### src/rtl/future_round_controller.sv
// Round sequencer for the iterative 64-bit FUTURE datapath.
// Drives feedback select, state enable, round index and result handshake.
module future_round_controller #(
    parameter int ROUNDS = 10,
    parameter int CW     = 4
) (
    input  logic          clk,
    input  logic          rst,
    input  logic          start,
    input  logic          abort,
    output logic          ready,
    output logic [63:0]   sel,
    output logic          state_en,
    output logic [CW-1:0] round,
    output logic          last_round,
    output logic          busy,
    output logic          out_valid,
    input  logic          out_ack
);

    typedef enum logic [1:0] {
        IDLE  = 2'd0,
        ROUND = 2'd1,
        HOLD  = 2'd2
    } state_t;

    localparam logic [CW-1:0] LAST = CW'(ROUNDS);
    localparam logic [CW-1:0] ONE  = CW'(1);

    state_t        state;
    logic [CW-1:0] round_q;
    logic          in_idle;
    logic          in_round;
    logic          in_hold;
    logic          load;

    assign in_idle  = (state == IDLE);
    assign in_round = (state == ROUND);
    assign in_hold  = (state == HOLD);

    // A load happens when a start is accepted, from IDLE or a restarting HOLD
    assign ready    = (in_idle | (in_hold & out_ack)) & ~abort;
    assign load     = ready & start;
    assign state_en = load | (in_round & ~abort);

    // One select bit fanned out so the mux never sees a mixed operand
    assign sel        = {64{in_round}};
    assign round      = round_q;
    assign last_round = in_round & (round_q == LAST);
    assign busy       = in_round;
    assign out_valid  = in_hold;

    // Sequencer state and round counter; abort overrides every transition
    always_ff @(posedge clk or posedge rst) begin
        if (rst) begin
            state   <= IDLE;
            round_q <= '0;
        end else if (abort) begin
            state   <= IDLE;
            round_q <= '0;
        end else begin
            unique case (state)
                IDLE: begin
                    if (start) begin
                        state   <= ROUND;
                        round_q <= ONE;
                    end
                end
                ROUND: begin
                    if (round_q == LAST) begin
                        state   <= HOLD;
                        round_q <= '0;
                    end else begin
                        round_q <= round_q + ONE;
                    end
                end
                HOLD: begin
                    if (out_ack) begin
                        if (start) begin
                            state   <= ROUND;
                            round_q <= ONE;
                        end else begin
                            state   <= IDLE;
                        end
                    end
                end
                default: begin
                    state   <= IDLE;
                    round_q <= '0;
                end
            endcase
        end
    end

endmodule

### config.mk
export PLATFORM = sky130hd
export DESIGN_NAME = future_round_controller
export DESIGN_NICKNAME = d
export VERILOG_FILES = /design/src/rtl/future_round_controller.sv
export SDC_FILE = /design/constraint.sdc
export NUM_CORES = 1
export LEC_CHECK = 0
export CORE_UTILIZATION = 33
export DETAILED_ROUTE_END_ITERATION = 10
export PLACE_DENSITY = 0.85
export SLEW_MARGIN = 15
export SYNTH_ARGS = -nofsm -noshare
export SYNTH_HDL_FRONTEND = slang
export SYNTH_SLANG_ARGS = --single-unit
### constraint.sdc
create_clock -name clk -period 4.7 [get_ports clk]
set_input_delay 0.47 -clock clk [delete_from_list [all_inputs] [get_ports clk]]
set_output_delay 0.47 -clock clk [all_outputs]
set_load 0.1 [all_outputs]
# --- Word level (Yosys, flattened, before mapping) ---
# Cells that the tools add are included.
totals:
  output_inout_bits: 73
  register_bits: 6
classes:
  n_bitwise: 8
  muxes: 11
  reduce_logical: 2
  n_eq_ne: 6
  n_addsub: 1
ops:
  columns: ["operator", "n"]
  rows:
  - ["$mux W4", 4]
  - ["$pmux W4 S3", 1]
  - ["$mux W2", 4]
  - ["$ne A3 B3 Y1 const B", 2]
  - ["$pmux W2 S3", 1]
  - ["$and A1 B1 Y1", 5]
  - ["$add A4 B1 Y4 const B", 1]
  - ["$eq A4 B4 Y1 const B", 1]
  - ["$ne A3 B2 Y1 const B", 1]
  - ["$reduce_and A3 Y1", 1]
  - ["$eq A2 B1 Y1 const B", 1]
  - ["$eq A2 B2 Y1 const B", 1]
  - ["$logic_not A2 Y1", 1]
  - ["$or A1 B1 Y1", 2]
  - ["$mux W1", 1]
  - ["$not A1 Y1", 1]

# --- Longest topological paths before layout ---
depth:
  depth_word: 6
  ltp_mapped: 6
  ltp_nobuf: 6

# --- Worst setup path after synthesis ---
# Ideal clock, no wire load.
synth_path:
  kind: "flip-flop to output port"
  from: "register state[0]"
  to: "output port state_en"
  slack_ns: 1.316
  path_stages_with_launch: 4
  arrival_time_ns: 2.914
  t_required_ns: 4.230
  cell_sequence: "dfrtp_1 > buf_2 > nand2b_1 > a211oi_1"
synth_between:
  elab_chain_len: 6
  word_cells_on_any_way: 9
synth_rtl:
  columns: ["element", "line", "source"]
  rows:
  - ["start, declared", "30", "state_t state;"]
  - ["start signal, assigned", "56", "state <= IDLE;"]
  - ["start signal, assigned", "59", "state <= IDLE;"]
  - ["start signal, assigned", "65", "state <= ROUND;"]
  - ["$eq A2 B2 Y1", "39", "assign in_hold = (state == HOLD);"]
  - ["$and A1 B1 Y1", "42", "assign ready = (in_idle | (in_hold & out_ack)) & ~abort;"]
  - ["$or A1 B1 Y1", "42", null]
  - ["$and A1 B1 Y1", "42", null]
  - ["$and A1 B1 Y1", "43", "assign load = ready & start;"]
  - ["$or A1 B1 Y1 (*)", "44", "assign state_en = load | (in_round & ~abort);"]
  - ["end, declared", "13", "output logic state_en,"]
# Mark *: on every way between the ends. The rest lies on a longest branch, timed or not.

# --- Worst setup path after layout ---
layout_path:
  from: "register state[0]"
  to: "output port sel[51]"
layout_between:
  elab_chain_len: 1
layout_rtl:
  columns: ["element", "line", "source"]
  rows:
  - ["$eq A2 B1 Y1", "38", "assign in_round = (state == ROUND);"]
  - ["end, declared", "12", "output logic [63:0] sel,"]
# No other way between the ends.

==> qor.csv <==
metric;value;unit
drt via density;4.08;
DRC viols;0;
DR WL/cell;10.8;µm
total congestion overflow;0;
Synthesis Warnings;0;
pwr dens;642;nW/µm²
Synth area leaders;buf_4 (56%), dfrtp_1 (17%), nor2_1 (3.1%), ha_1 (2.9%), a211oi_4 (2.3%);
Switching Power;0.000576;W
initial antenna violation count;0;
antenna viol nets, final;0;
Mapped Nets;115;
Synth Cell Area;860;µm²
number of flops mapped to enable cells by yosys;0;
Sequential Power Share;7.7;%
gpl congestion;0.816;
asr flop ratio synth;100;%
htree depth;1;
IO Count;78;
synth unique cells;20;
Synth Instances;108;
crit start category;flip-flop;
Core Area;2480;µm²
Max Cap Viol;0;
slew margin rel.;34.5;%
die width;53.0;µm
setup TNS;0;ns
sequential-to-total area share from yosys stat;17.5;%
peak fanout along the critical path;36;
RSZ-0062 raised after global routing;false;
Max VDD drop;361;µV
Fillers;232;
Hold Path Class;in -> async;
drt initial violations;7;
Yosys top cell area share;55.9;%
Clk pin slew, worst setup/hold paths;0.06;ns
Sw Ratio;74.3;%
Clock Path Buffers;2;
combinational group share of total power;85.5;%
port bufs;77;
final wirelength;1650;µm
highest clock rate;281;MHz
Synth Area per Inst;7.96;µm²
arrival time of the worst setup path;3.09;ns
cts bufs inserted;3;
Final Hold Viols;0;
most frequent cell after synthesis;buf_4;
Slew Limit Fails;0;
cell-internal power;0.000199;W
Design Power;0.000775;W
Yosys reg bits;6;
clk_lat worst skew;0.25;ns
status;finished clean;
Worst-Margin Slew;0.980;ns
CTS tree;done;
vias in the first global route;467;
first-pass GRT wire length;2270;µm
multi-input logic area;208;µm²
Storage cell area;150;µm²
CP Capture Type;output port;
die height;53.0;µm
postcts setup bufs;0;
Clk pwr share;6.8;%
ANT cells;0;
final net count;132;
initial core utilization;34.7;%
Final Skew;0.00463;ns
leakage;0.480;nW
post-synth top area cell;buf_4;
GR Util All Layers;11.2;%
Worst EP required;4.23;ns
DPL Wire Length;1240;µm
ys flop type;dfrtp_1;
Final Critical Period;3.56;ns
Area growth, synth to finish;40.5;%
Sink Count;6;
final setup fails;0;
row count;18;
vias post-DR;625;
CP Class;reg -> out;
share of cells above drive strength 1;4.88;%
cts hold-fix bufs;0;
largest net degree at the start of global routing;37;
Initial DRT Pass Iterations;4;
die area;2810;µm²
top cells by count, synth;buf_4 (64), nor2_1 (7), dfrtp_1 (6), nand2_1 (5), o21ai_0 (4);
Root Buffer;clkbuf_4;
post-cts resize count;0;
period utilization;75.8;%
-- worst paths after layout --
| path | start | to | slack (ns) | cells past startpoint |
|---|---|---|---|---|
| max | state[0] | sel[51] | 1.14 | 4 |
| min | rst | round[0] | 0.43 | 2 |
| max reg2reg | round[0] | round[0] | 3.41 | 6 |
| min reg2reg | round[3] | round[3] | 0.57 | 2 |
| max in group asynchronous | rst | round[2] | 4.07 | 2 |
| min in group clk | round[3] | round[3] | 0.57 | 2 |
-- through the flow --
stage	hold WS (ns)	area, µm²	util [%]	worst slack (ns)	instances
2_1_floorplan	0.261	860	-	1.32	108
3_3_place_gp	0.536	1180	47.8	1.52	150
3_5_place_dp	0.564	1180	47.8	1.37	150
4_1_cts	0.444	1210	48.7	1.10	153
5_1_grt	0.477	1210	48.7	0.913	153
6_report	0.426	1210	48.7	1.14	153
-- metal layers --
layer / vias up / share of wire, % / GRT usage [%]
met3: 5 / 13 / 3.45
met4: 0 / 1.5 / 5.26
met5: - / 0 / 0
li1: 303 / - / -
met2: 54 / 43 / 18.4
met1: 263 / 43 / 13.3
-- registers in the layout, indices dropped and copies added, names as in the netlist --
| signal | count |
|---|---|
| round | 4 |
| state | 2 |
-- cells in the final DEF, fill, tap and decap left out, drive strengths merged, types with 2 or more instances in the layout --
master	synthesis	layout
a211oi	3	3
clkbuf	0	3
clkdlybuf4s50	0	77
dfrtp	6	6
ha	2	2
inv	3	3
nand2	5	5
nand2b	4	4
nor2	7	7
o21ai	4	4
-- critical path: stages, from the launching register on --
cell and delay [ns]:
dfrtp_1 0.52, nand2b_1 0.16, inv_1 0.54, buf_4 0.41
clkdlybuf4s50_1 1.20
-- power groups by stage --
| stage | sequential [W] | clock (W) | combinational, W |
|---|---|---|---|
| 2_1_floorplan | 0.0000707 | 0 | 0.000614 |
| 3_3_place_gp | 0.0000602 | 0 | 0.000661 |
| 3_5_place_dp | 0.0000607 | 0 | 0.000664 |
| 4_1_cts | 0.0000598 | 0.0000522 | 0.000665 |
| 5_1_grt | 0.0000603 | 0.0000545 | 0.000678 |
| 6_report | 0.0000598 | 0.0000525 | 0.000662 |
-- area by class of cell --
cell class / instances / share of cell area, %
well taps: 30 / 3.11
multi-input cells: 33 / 17.2
inverters: 3 / 0.933
repair buffers: 78 / 64.5
flip-flops and latches: 6 / 12.4
clock buffers: 3 / 1.87
-- kinds of logic after synthesis --
kind of cell / after synthesis / share of synthesized area [%]
buffers and inverters: 69 / 58.4
XOR/XNOR: 1 / 1.02
flip-flops: 6 / 17.5
AO/OA/AOI/OAI: 9 / 8.15
AND/OR/NAND/NOR: 21 / 12.1
adder cells (fa/ha/maj): 2 / 2.91
Power figures use the tool's default switching activity.
